[config.mk]
export PLATFORM = sky130hd
export DESIGN_NAME = mem_router
export DESIGN_NICKNAME = d
export VERILOG_FILES = /design/src/rtl/mem_router_pkg.sv /design/src/rtl/mem_router_decoder.sv /design/src/rtl/mem_router.sv
export SDC_FILE = /design/constraint.sdc
export NUM_CORES = 1
export LEC_CHECK = 0
export ABC_AREA = 1
export BUFFER_PORTS_ARGS = -buffer_cell sky130_fd_sc_hd__buf_2
export CAP_MARGIN = 20
export CORE_AREA = 2 2 146 148
export CTS_CLUSTER_DIAMETER = 120
export DETAILED_ROUTE_END_ITERATION = 10
export DIE_AREA = 0 0 148 150
export PLACE_DENSITY = 0.68
export SETUP_SLACK_MARGIN = 0.2
export SKIP_LAST_GASP = 1
export SYNTH_ARGS = -nofsm -noshare
export SYNTH_HDL_FRONTEND = slang
export SYNTH_HIERARCHICAL = 1
export SYNTH_SLANG_ARGS = --single-unit
[constraint.sdc]
create_clock -name clk -period 2.2 [get_ports clk]
set_input_delay 0.44 -clock clk [delete_from_list [all_inputs] [get_ports clk]]
set_output_delay 0.44 -clock clk [all_outputs]
set_load 0.01 [all_outputs]
[src/rtl/mem_router_pkg.sv]
// Shared types and constants for the memory router: FSM state encoding,
// default region map, and the width of the timeout/error counters.
package mem_router_pkg;

    // Transaction FSM states; at most one transaction is in flight.
    typedef enum logic [1:0] {
        ST_IDLE  = 2'd0,
        ST_ISSUE = 2'd1,
        ST_WAIT  = 2'd2,
        ST_RESP  = 2'd3
    } state_e;

    // Width of the timeout counter and of the saturating error counter.
    localparam int CNT_W = 16;

    // Width of a region index; covers up to 16 regions.
    localparam int IDX_W = 4;

    // Default region map, region 0 in the least significant 32-bit word.
    localparam logic [4*32-1:0] DEF_REGION_BASE = {
        32'h0000_2000, 32'h0000_1000, 32'h0000_0120, 32'h0000_0100
    };
    localparam logic [4*32-1:0] DEF_REGION_MASK = {
        32'hFFFF_E000, 32'hFFFF_F000, 32'hFFFF_FFFC, 32'hFFFF_FFE0
    };
    localparam logic [3:0] DEF_REGION_RO = 4'b1000;

    // All-ones value of a counter; the error count sticks here.
    localparam logic [CNT_W-1:0] CNT_MAX = '1;

    // Saturating increment used by the error counter.
    function automatic logic [CNT_W-1:0] sat_inc(input logic [CNT_W-1:0] value);
        logic [CNT_W-1:0] result;
        if (value == CNT_MAX) begin
            result = value;
        end else begin
            result = value + 1'b1;
        end
        return result;
    endfunction

endpackage

[src/rtl/mem_router_decoder.sv]
// Combinational address decoder: matches an address against every region's
// base/mask pair and reports the lowest-numbered hit and its read-only flag.
module mem_router_decoder
    import mem_router_pkg::*;
#(
    parameter int                        NUM_REGIONS = 4,
    parameter logic [NUM_REGIONS*32-1:0] REGION_BASE = DEF_REGION_BASE,
    parameter logic [NUM_REGIONS*32-1:0] REGION_MASK = DEF_REGION_MASK,
    parameter logic [NUM_REGIONS-1:0]    REGION_RO   = DEF_REGION_RO
) (
    input  logic [31:0]      addr,
    output logic             hit,
    output logic [IDX_W-1:0] idx,
    output logic             ro
);

    // Scan from the highest region down so the lowest matching index is the
    // last one written and therefore wins on overlapping regions.
    always_comb begin
        hit = 1'b0;
        idx = '0;
        ro  = 1'b0;
        for (int k = NUM_REGIONS - 1; k >= 0; k--) begin
            if ((addr & REGION_MASK[k*32 +: 32]) == REGION_BASE[k*32 +: 32]) begin
                hit = 1'b1;
                idx = IDX_W'(k);
                ro  = REGION_RO[k];
            end
        end
    end

endmodule

[src/rtl/mem_router.sv]
// Single-outstanding memory router. Accepts a core request in IDLE, decodes
// it to one downstream region, issues a one-cycle region request, waits for
// the region's response (or a timeout) and returns exactly one response.
//
// Handshake summary: the core side is a req/gnt acceptance (a transfer
// happens on a clock edge where core_req_i and core_gnt_o are both high) and
// a single-cycle core_rvalid_o pulse per accepted request. The region side
// is a single-cycle reg_req_o pulse followed by a single-cycle reg_rvalid_i
// or reg_err_i from the selected region; anything else on the region
// response lines is ignored.
module mem_router
    import mem_router_pkg::*;
#(
    parameter int                        MEM_W          = 32,
    parameter int                        NUM_REGIONS    = 4,
    parameter logic [NUM_REGIONS*32-1:0] REGION_BASE    = DEF_REGION_BASE,
    parameter logic [NUM_REGIONS*32-1:0] REGION_MASK    = DEF_REGION_MASK,
    parameter logic [NUM_REGIONS-1:0]    REGION_RO      = DEF_REGION_RO,
    parameter int                        TIMEOUT_CYCLES = 255
) (
    input  logic                         clk,
    input  logic                         rst,

    // Core side
    input  logic                         core_req_i,
    input  logic [31:0]                  core_addr_i,
    input  logic                         core_we_i,
    input  logic [MEM_W/8-1:0]           core_be_i,
    input  logic [MEM_W-1:0]             core_wdata_i,
    output logic                         core_gnt_o,
    output logic                         core_rvalid_o,
    output logic                         core_err_o,
    output logic [MEM_W-1:0]             core_rdata_o,

    // Region side
    output logic [NUM_REGIONS-1:0]       reg_req_o,
    output logic [31:0]                  reg_addr_o,
    output logic                         reg_we_o,
    output logic [MEM_W/8-1:0]           reg_be_o,
    output logic [MEM_W-1:0]             reg_wdata_o,
    input  logic [NUM_REGIONS-1:0]       reg_rvalid_i,
    input  logic [NUM_REGIONS-1:0]       reg_err_i,
    input  logic [NUM_REGIONS*MEM_W-1:0] reg_rdata_i,

    // Status
    output logic                         busy_o,
    output logic [CNT_W-1:0]             err_count_o
);

    localparam int BE_W = MEM_W / 8;

    // Counter value seen in the last ISSUE/WAIT cycle before timing out.
    localparam logic [CNT_W-1:0] TIMEOUT_LAST = CNT_W'(TIMEOUT_CYCLES - 1);

    // FSM state, exposed for debug and checkers.
    state_e                  state;

    // Registered transaction fields.
    logic [31:0]             addr_q;
    logic                    we_q;
    logic [BE_W-1:0]         be_q;
    logic [MEM_W-1:0]        wdata_q;
    logic [NUM_REGIONS-1:0]  sel_q;

    // Registered outputs.
    logic [NUM_REGIONS-1:0]  req_q;
    logic                    rvalid_q;
    logic                    err_q;
    logic [MEM_W-1:0]        rdata_q;

    // Timeout and error counters.
    logic [CNT_W-1:0]        cnt_q;
    logic [CNT_W-1:0]        err_count_q;

    // Decoder results for the address currently on the core bus.
    logic                    dec_hit;
    logic [IDX_W-1:0]        dec_idx;
    logic                    dec_ro;
    logic [NUM_REGIONS-1:0]  dec_onehot;

    // Response lines of the selected region only.
    logic                    sel_rvalid;
    logic                    sel_err;
    logic [MEM_W-1:0]        sel_rdata;

    logic                    in_flight;
    logic                    accept;
    logic                    reject;

    mem_router_decoder #(
        .NUM_REGIONS (NUM_REGIONS),
        .REGION_BASE (REGION_BASE),
        .REGION_MASK (REGION_MASK),
        .REGION_RO   (REGION_RO)
    ) u_decoder (
        .addr (core_addr_i),
        .hit  (dec_hit),
        .idx  (dec_idx),
        .ro   (dec_ro)
    );

    assign in_flight = (state == ST_ISSUE) || (state == ST_WAIT);
    assign accept    = (state == ST_IDLE) && core_req_i;
    assign reject    = !dec_hit || (core_we_i && dec_ro);

    // Expand the decoded index into a one-hot region select.
    always_comb begin
        dec_onehot = '0;
        for (int k = 0; k < NUM_REGIONS; k++) begin
            dec_onehot[k] = dec_hit && (dec_idx == IDX_W'(k));
        end
    end

    // Mask the region responses down to the selected region.
    always_comb begin
        sel_rvalid = |(reg_rvalid_i & sel_q);
        sel_err    = |(reg_err_i & sel_q);
        sel_rdata  = '0;
        for (int k = 0; k < NUM_REGIONS; k++) begin
            if (sel_q[k]) begin
                sel_rdata = reg_rdata_i[k*MEM_W +: MEM_W];
            end
        end
    end

    // Transaction FSM with registered core response and region request.
    always_ff @(posedge clk) begin
        if (rst) begin
            state    <= ST_IDLE;
            addr_q   <= '0;
            we_q     <= 1'b0;
            be_q     <= '0;
            wdata_q  <= '0;
            sel_q    <= '0;
            req_q    <= '0;
            rvalid_q <= 1'b0;
            err_q    <= 1'b0;
            rdata_q  <= '0;
            cnt_q    <= '0;
        end else begin
            case (state)
                ST_IDLE: begin
                    rvalid_q <= 1'b0;
                    err_q    <= 1'b0;
                    rdata_q  <= '0;
                    if (accept) begin
                        addr_q  <= core_addr_i;
                        we_q    <= core_we_i;
                        be_q    <= core_be_i;
                        wdata_q <= core_wdata_i;
                        if (reject) begin
                            // Decode miss or write to a read-only region:
                            // answer directly without touching any region.
                            sel_q    <= '0;
                            state    <= ST_RESP;
                            rvalid_q <= 1'b1;
                            err_q    <= 1'b1;
                        end else begin
                            sel_q <= dec_onehot;
                            req_q <= dec_onehot;
                            cnt_q <= '0;
                            state <= ST_ISSUE;
                        end
                    end
                end

                ST_ISSUE, ST_WAIT: begin
                    req_q <= '0;
                    cnt_q <= cnt_q + 1'b1;
                    if (sel_err) begin
                        // Error beats a simultaneous rvalid.
                        state    <= ST_RESP;
                        rvalid_q <= 1'b1;
                        err_q    <= 1'b1;
                        rdata_q  <= '0;
                    end else if (sel_rvalid) begin
                        // A response in the timeout cycle still wins.
                        state    <= ST_RESP;
                        rvalid_q <= 1'b1;
                        err_q    <= 1'b0;
                        rdata_q  <= we_q ? '0 : sel_rdata;
                    end else if (cnt_q == TIMEOUT_LAST) begin
                        state    <= ST_RESP;
                        rvalid_q <= 1'b1;
                        err_q    <= 1'b1;
                        rdata_q  <= '0;
                    end else begin
                        state <= ST_WAIT;
                    end
                end

                ST_RESP: begin
                    rvalid_q <= 1'b0;
                    err_q    <= 1'b0;
                    rdata_q  <= '0;
                    state    <= ST_IDLE;
                end

                default: begin
                    state <= ST_IDLE;
                end
            endcase
        end
    end

    // Count error responses, sticking at all-ones.
    always_ff @(posedge clk) begin
        if (rst) begin
            err_count_q <= '0;
        end else if ((state == ST_RESP) && err_q) begin
            err_count_q <= sat_inc(err_count_q);
        end else begin
            err_count_q <= err_count_q;
        end
    end

    // Core side outputs.
    assign core_gnt_o    = (state == ST_IDLE);
    assign core_rvalid_o = rvalid_q;
    assign core_err_o    = err_q;
    assign core_rdata_o  = rdata_q;

    // Region side outputs: transaction fields are only visible while the
    // transaction is outstanding, and read as zero otherwise.
    assign reg_req_o   = req_q;
    assign reg_addr_o  = in_flight ? addr_q  : '0;
    assign reg_we_o    = in_flight ? we_q    : 1'b0;
    assign reg_be_o    = in_flight ? be_q    : '0;
    assign reg_wdata_o = in_flight ? wdata_q : '0;

    // Status outputs.
    assign busy_o      = (state != ST_IDLE);
    assign err_count_o = err_count_q;

endmodule
==> results of run 1 <==
==> worst reg2reg max path: stages (launching register included) <==
cell and delay, ns:
dfxtp_2 0.34, inv_2 0.04, ha_4 0.30, buf_12 0.17
buf_4 0.12, inv_2 0.05, or2_4 0.24, nor3_4 0.20
buf_6 0.14, buf_12 0.14, nand3_2 0.09, a21oi_2 0.13
==> logic make-up (layout without fill, tap and decap cells) <==
group | Yosys count | count (layout)
compound gates | 272 | 272
fa+ha+maj | 5 | 5
simple gates | 581 | 581
xor+xnor | 10 | 10
flops | 145 | 145
buf+inv | 228 | 573
other cells | 1 | 2
==> state kept, by name, indices dropped and copies added, names as in the netlist <==
| name | cells |
|---|---|
| core_rdata_o | 32 |
| addr_q | 32 |
| cnt_q | 16 |
| we_q | 1 |
| reg_req_o | 4 |
| sel_q | 4 |
| wdata_q | 32 |
| core_err_o | 1 |
| state | 2 |
| core_rvalid_o | 1 |
| err_count_o | 16 |
| be_q | 4 |
==> area by class of cell <==
cell class / instances / area [µm²]
clock inverter: 14 / 145.1
clock buffer: 18 / 429.2
inverter: 156 / 585.6
multi-input combinational: 870 / 4548
fill: 2008 / 9110
timing repair buffer: 385 / 2623
sequential: 145 / 2905
tap: 275 / 344.1
==> routing by layer <==
metal,share of wire,wire length (µm),vias up
li1,-,-,4583
met1,0.43,12230,4186
met2,0.48,13590,319
met3,0.065,1830,54
met4,0.024,688,2
met5,0.00039,11,-
==> cells in the final DEF (no fill, tap or decap), drive strengths merged, types with 5 or more instances in the layout <==
cell type  count
a21oi        128
buf          379
clkbuf        24
dfxtp        145
ha             5
inv          164
nand2        280
nand3         58
nand4          6
nor2         222
o211ai         6
o21ai        133
or2            5
xnor2          8
==> final timing paths <==
path / start / endpoint / slack [ns] / cells after the start
setup reg to reg: state[0]$_SDFFE_PP0P_ / core_rdata_o[31]$_SDFFE_PP0P_ / 0.16 / 11
hold reg to reg: reg_req_o[3]$_SDFFE_PP0P_ / reg_req_o[3]$_SDFFE_PP0P_ / 0.47 / 2
hold / removal: core_wdata_i[18] / wdata_q[18]$_SDFFE_PP0P_ / 0.27 / 3
setup / recovery: state[0]$_SDFFE_PP0P_ / reg_wdata_o[26] / 0.10 / 7
==> through the flow <==
stage               hold WS, ns  setup slack [ns]
global route             0.2625           0.04120
global placement         0.4593         -0.003089
finish                   0.2670            0.1004
floorplan                0.4371            0.3866
detailed placement       0.4582          -0.01859
CTS                      0.2497           0.08929
==> what timing repair did <==
action,in CTS,in global routing
gates resized for setup,20,169
pin swaps,4,38
endpoints found under the setup margin,70,101
cloned,5,6
setup buffers,7,4
==> report_power, final <==
group | internal, mW | switching, mW | total, mW
logic | 2.51 | 3.02 | 5.53
registers | 3.05 | 0.309 | 3.36
clock network | 1.60 | 1.27 | 2.87
==> Yosys cell counts <==
cell type,number
o21ai_0,107
nor3_4,1
ha_1,5
nand2_2,6
o211ai_1,6
o21bai_1,1
buf_4,5
xor2_1,2
nand3_2,28
nand2_1,270
nand2_4,4
buf_1,3
a21oi_1,97
xnor2_1,8
o21ai_2,2
nor3_1,3
or2_2,3
o21ai_1,24
dfxtp_1,145
nor3b_1,1
nor2_8,2
nor2_1,210
a31oi_1,1
inv_1,147
buf_8,2
buf_6,9
or2_1,1
nor2_2,7
buf_2,11
a21boi_0,1
or2_0,1
a21oi_2,31
inv_2,9
nand3_1,30
nand3b_1,1
nand4_1,6
nor2_4,3
nor4_1,4
clkbuf_1,42
o211a_1,1
a211oi_1,1
conb_1,1
==> results.sh, run 1 <==
export IMPL_status="completed"
export IMPL_synth_seq_area_share=0.3574
export IMPL_io_buffers=332
export IMPL_crit_chain="inv_2 -> ha_4 -> buf_12 -> clkbuf_16 -> nand2_2 -> inv_2 -> buf_6"
export IMPL_viasPerCell=4.908
export IMPL_critPathArrivalTime_ns=1.66
export IMPL_tns_ns=0
export IMPL_antenna_left=0
export IMPL_coreArea_um2=20690
export IMPL_setup_viol=0
export IMPL_netlist_area_leader_share=0.3574
export IMPL_yosys_area_share_adder=0.007703
export IMPL_clockBufferDepth=2
export IMPL_vias=9144
export IMPL_cpMaxStageDelayCell="dfxtp_2"
export IMPL_drive_above_1_share=0.3898
export IMPL_final_cell_area_um2=11580
export IMPL_grt_max_degree=70
export IMPL_insertion_delay_ns=0.42
export IMPL_synth_top_cells_by_area="dfxtp_1, nand2_1, nor2_1"
export IMPL_dp_hpwl_mm=19.46
export IMPL_grtUsageTotal=0.2363
export IMPL_htreeDepth=4
export IMPL_synth_top_area_cell="dfxtp_1"
export IMPL_cp_end_kind="primary output"
export IMPL_synth_cells=1242
export IMPL_remaining_drc_errors=0
export IMPL_hp_class="primary input to flip-flop"
export IMPL_final_cells=1863
export IMPL_start_util=0.3925
export IMPL_ys_warn_count=6
export IMPL_cp_start_kind="flip-flop"
export IMPL_grt_met1_usage=0.3110
export IMPL_slew_headroom=0.4319
export IMPL_cp_top_family="buffers and inverters"
export IMPL_synthSimpleGateAreaFrac=0.3167
export IMPL_peakVddDrop_v=0.0008607
export IMPL_post_synth_num_cell_types=42
export IMPL_maxClockFrequency_ghz=0.4763
export IMPL_die_area_um2=22200
export IMPL_cts_hold_buf=0
export IMPL_synthXorXnorAreaFrac=0.01078
export IMPL_cts_inserted_buffers=17
export IMPL_n_antenna_cell=0
export IMPL_fin_total_pwr_mw=11.76
export IMPL_syn_cell_area_um2=8122
export IMPL_cts_tree="built"
export IMPL_wl_per_cell_um=15.22
export IMPL_dieHeight_um=150
export IMPL_rsz0062_at_grt="true"
export IMPL_cts_reportedPaths_clkPinSlew_ns=0.07
export IMPL_synth_seq_cells=145
export IMPL_grt_met2_usage=0.3859
export IMPL_drtPass1Iterations=5
export IMPL_power_density_nw_per_um2=1016
export IMPL_clock_sinks=145
export IMPL_grtUsageMet3=0.06372
export IMPL_rows=53
export IMPL_cp_max_fo=7
export IMPL_cellLeakagePower_nw=5.913
export IMPL_globalplace_congestion=0.9098
export IMPL_nets=1788
export IMPL_placed_area_um2=10030
export IMPL_place_inst=1809
export IMPL_finalCriticalPeriod_ns=2.100
export IMPL_ios=333
export IMPL_antenna_found_initial=1
export IMPL_syn_area_per_cell_um2=6.539
export IMPL_drv_cap=0
export IMPL_first_iter_violations=559
export IMPL_timing_final_crit_share=0.9544
export IMPL_slew_viol_final=0
export IMPL_routed_wl_mm=28.36
export IMPL_cts_root_buf="clkbuf_16"
export IMPL_synthMuxAreaShare=0
export IMPL_post_route_util=0.5597
export IMPL_crit_required_ns=1.76
export IMPL_critPathMaxStageDelay_ns=0.34
export IMPL_crit_type="flip-flop to primary output"
export IMPL_tightest_slew_ns=0.8522
export IMPL_grt_first_pass_wirelength_mm=42.11
export IMPL_critPathBufInv=5
export IMPL_skew_ns=0.01096
export IMPL_synth_top_family_by_area="simple AND/OR/NAND/NOR gates"
export IMPL_critical_path_most_common_cell="inv_2"
export IMPL_top_usage_layer="met2"
export IMPL_gr_total_overflow=0
export IMPL_synth_compound_area_frac=0.1864
export IMPL_syn_to_final_growth_pct=42.58
export IMPL_grt_pass1_vias=8261
export IMPL_hold_viol=0
export IMPL_dieWidth_um=148
No activity file was read; power rests on OpenSTA's default activity.
==> run 2, diff against run 1 <==
--- a/config.mk
+++ b/config.mk
@@ -5,14 +5,13 @@
 export SDC_FILE = /design/constraint.sdc
 export NUM_CORES = 1
 export LEC_CHECK = 0
-export ABC_AREA = 1
 export BUFFER_PORTS_ARGS = -buffer_cell sky130_fd_sc_hd__buf_2
 export CAP_MARGIN = 20
-export CORE_AREA = 2 2 146 148
+export CORE_AREA = 2 2 137 139
 export CTS_CLUSTER_DIAMETER = 120
 export DETAILED_ROUTE_END_ITERATION = 10
-export DIE_AREA = 0 0 148 150
-export PLACE_DENSITY = 0.68
+export DIE_AREA = 0 0 139 141
+export PLACE_DENSITY = 0.69
 export SETUP_SLACK_MARGIN = 0.2
 export SKIP_LAST_GASP = 1
 export SYNTH_ARGS = -nofsm -noshare
==> run 2 against run 1 <==
Clock skew about the same; worst setup slack got worse by 0.097 ns; synthesized area down 12%; first-iteration DRC count decreased by 16%; combinational power decreased by 19%; critical endpoint is now cnt_q[14]$_SDFFE_PP0P_; register-to-register slack got worse by 0.05 ns; clock power hardly changed; via count down 13%; power is 12% lower; non-clock buffer count increased by 26; sequential share of layout area up 1.2 points; die area fell by 12%; largest power group unchanged.
==> results.sh, run 2 <==
export IMPL_final_cell_area_um2=11080
export IMPL_placed_area_um2=9291
export IMPL_crit_type="primary input to flip-flop"
export IMPL_cellLeakagePower_nw=4.787
export IMPL_async_flop_share=0
export IMPL_syn_to_final_growth_pct=55.22
export IMPL_finalCriticalPeriod_ns=2.197
export IMPL_cp_start_kind="primary input"
export IMPL_gr_total_overflow=0
export IMPL_synth_top_flop_cell="dfxtp_1"
export IMPL_rows=50
export IMPL_wl_per_cell_um=17.21
export IMPL_post_route_util=0.6066
export IMPL_synth_cells=884
export IMPL_coreArea_um2=18270
export IMPL_hp_class="primary input to flip-flop"
export IMPL_yosysMostFrequentCell="nand2_1"
export IMPL_grtUsageTotal=0.2369
export IMPL_timing_final_crit_share=0.9985
export IMPL_fin_total_pwr_mw=10.38
export IMPL_drtPass1Iterations=5
export IMPL_grt_first_pass_wirelength_mm=37.65
export IMPL_cts_inserted_buffers=17
export IMPL_status="completed"
export IMPL_antenna_found_initial=1
export IMPL_clock_sinks=145
export IMPL_crit_required_ns=2.56
export IMPL_ys_warn_count=6
export IMPL_syn_cell_area_um2=7139
export IMPL_r2r_cells=7
export IMPL_cts_root_buf="clkbuf_16"
export IMPL_whs_path_depth=3
export IMPL_n_fill_cell=1585
export IMPL_first_iter_violations=470
export IMPL_cp_end_kind="flip-flop"
export IMPL_power_density_nw_per_um2=936.5
export IMPL_rsz0062_at_grt="true"
export IMPL_critPathBufInv=2
export IMPL_htreeDepth=4
export IMPL_critPathArrivalTime_ns=2.56
export IMPL_dieWidth_um=139
export IMPL_final_cell_mix="buf_2, nand2_1, dfxtp_1"
export IMPL_synth_edf_count=0
export IMPL_synth_seq_cells=145
export IMPL_die_area_um2=19600
export IMPL_critPathMaxStageDelay_ns=0.57
export IMPL_grt_pass1_vias=7244
export IMPL_slew_headroom=0.6605
export IMPL_cts_reportedPaths_clkPinSlew_ns=0.07
export IMPL_dieHeight_um=141
export IMPL_synth_seq_area_share=0.4066
export IMPL_antenna_left=0
export IMPL_hold_viol=0
export IMPL_post_synth_num_cell_types=57
export IMPL_cp_max_fo=7
export IMPL_maxClockFrequency_ghz=0.4552
export IMPL_insertion_delay_ns=0.43
export IMPL_tns_ns=0
export IMPL_grt_max_degree=48
export IMPL_vias=8000
export IMPL_slew_viol_final=0
export IMPL_globalplace_congestion=0.8524
export IMPL_tightest_slew_ns=0.5046
export IMPL_routed_wl_mm=25.72
export IMPL_skew_ns=0.01084
export IMPL_cts_hold_buf=0
export IMPL_setup_viol=0
export IMPL_peakVddDrop_v=0.0007295
export IMPL_viasPerCell=5.355
export IMPL_worst_path_stages=8
export IMPL_cts_tree="built"
export IMPL_ios=333
export IMPL_start_util=0.3908
export IMPL_cpMaxStageDelayCell="or4_4"
export IMPL_netlist_area_leader_share=0.4066
export IMPL_synthTopCellsByCount="nand2_1, dfxtp_1, a21oi_1, and2_1, clkbuf_1"
export IMPL_syn_area_per_cell_um2=8.076
export IMPL_io_buffers=332
export IMPL_drv_cap=0
export IMPL_crit_chain="buf_2 -> or4_4 -> a211oi_2 -> a21boi_4 -> a21oi_4 -> buf_12 -> or4_1 -> a21oi_2"
export IMPL_worst_slack_ns=0.003253
export IMPL_remaining_drc_errors=0
export IMPL_dp_slack_ns=-0.4876
export IMPL_drive_above_1_share=0.4424
export IMPL_dp_hpwl_mm=16.79
export IMPL_nets=1459
export IMPL_layout_commonest_cell="buf_2"
export IMPL_clockBufferDepth=2
export IMPL_synth_top_cells_by_area="dfxtp_1, nand2_1, a21oi_1"
export IMPL_synth_top_area_cell="dfxtp_1"
export IMPL_cp_top_family="simple AND/OR/NAND/NOR gates"
run 2: changes by cell type in the layout (fill, tap and decap cells not counted), sizes merged, moves of 49 or more:
cell / before / now
nor2: 222 / 16
inv: 164 / 23
o21ai: 133 / 5
nand2: 280 / 190
and2: 0 / 73
o31ai: 0 / 49
run 2: logic make-up (layout without fill, tap and decap cells):
logic type | after synthesis | after routing | share of synthesized area
adder cells (fa/ha/maj) | 5 | 5 | 0.008763
other | 1 | 3 | 0.0005253
AO/OA/AOI/OAI | 247 | 248 | 0.2387
buffers and inverters | 82 | 455 | 0.04872
flip-flops | 145 | 145 | 0.4066
AND/OR/NAND/NOR | 399 | 399 | 0.2897
XOR/XNOR | 1 | 1 | 0.001227
multiplexers | 4 | 4 | 0.005783
run 2: layout make-up:
cell class	instances	area (µm²)	share of cell area
inverter	12	45.04	0.004065
clock inverter	14	135.1	0.01219
clock buffer	18	439.2	0.03963
multi-input combinational	659	4328	0.3905
tap	234	292.8	0.02642
antenna	1	2.502	0.0002258
timing repair buffer	411	2932	0.2645
sequential	145	2908	0.2624
run 2: final timing paths:
path | start | endpoint | slack [ns]
max reg2reg | state[1]$_SDFFE_PP0P_ | cnt_q[14]$_SDFFE_PP0P_ | 0.11
min reg2reg | addr_q[9]$_SDFFE_PP0P_ | addr_q[9]$_SDFFE_PP0P_ | 0.45
max | core_addr_i[29] | cnt_q[14]$_SDFFE_PP0P_ | 0.003
min | core_be_i[3] | be_q[3]$_SDFFE_PP0P_ | 0.24
run 2: what timing repair did:
action,in CTS,in global routing
resized for setup,44,144
pin swaps,7,64
gates cloned,6,5
setup buffers,15,5
setup endpoints to repair,125,130
run 2: report_power, final:
| part | leakage, nW | internal, mW | switching [mW] |
|---|---|---|---|
| combinational | 3.32 | 2.31 | 2.19 |
| sequential | 1.18 | 2.89 | 0.148 |
| clock | 0.286 | 1.54 | 1.31 |
run 2: worst min-delay path, stage by stage:
cell and delay [ns]:
buf_2 0.09, nand2_1 0.04, a21oi_1 0.05
run 2: per-layer routing:
metal  global-route usage  wire, µm  up-vias
li1                     -         -     3902
met1               0.3024     10810     3760
met2               0.3855     12530      293
met3              0.06454      1760       45
met4              0.08719       616        0
met5                    0         0        -
run 2: metrics by stage:
stage                     hold WS (ns)  instances
after floorplan                 0.4317        885
after global placement          0.4372       1430
after detailed placement        0.4421       1430
after CTS                       0.2272       1483
after global routing            0.2438       1494
final                           0.2387       1494
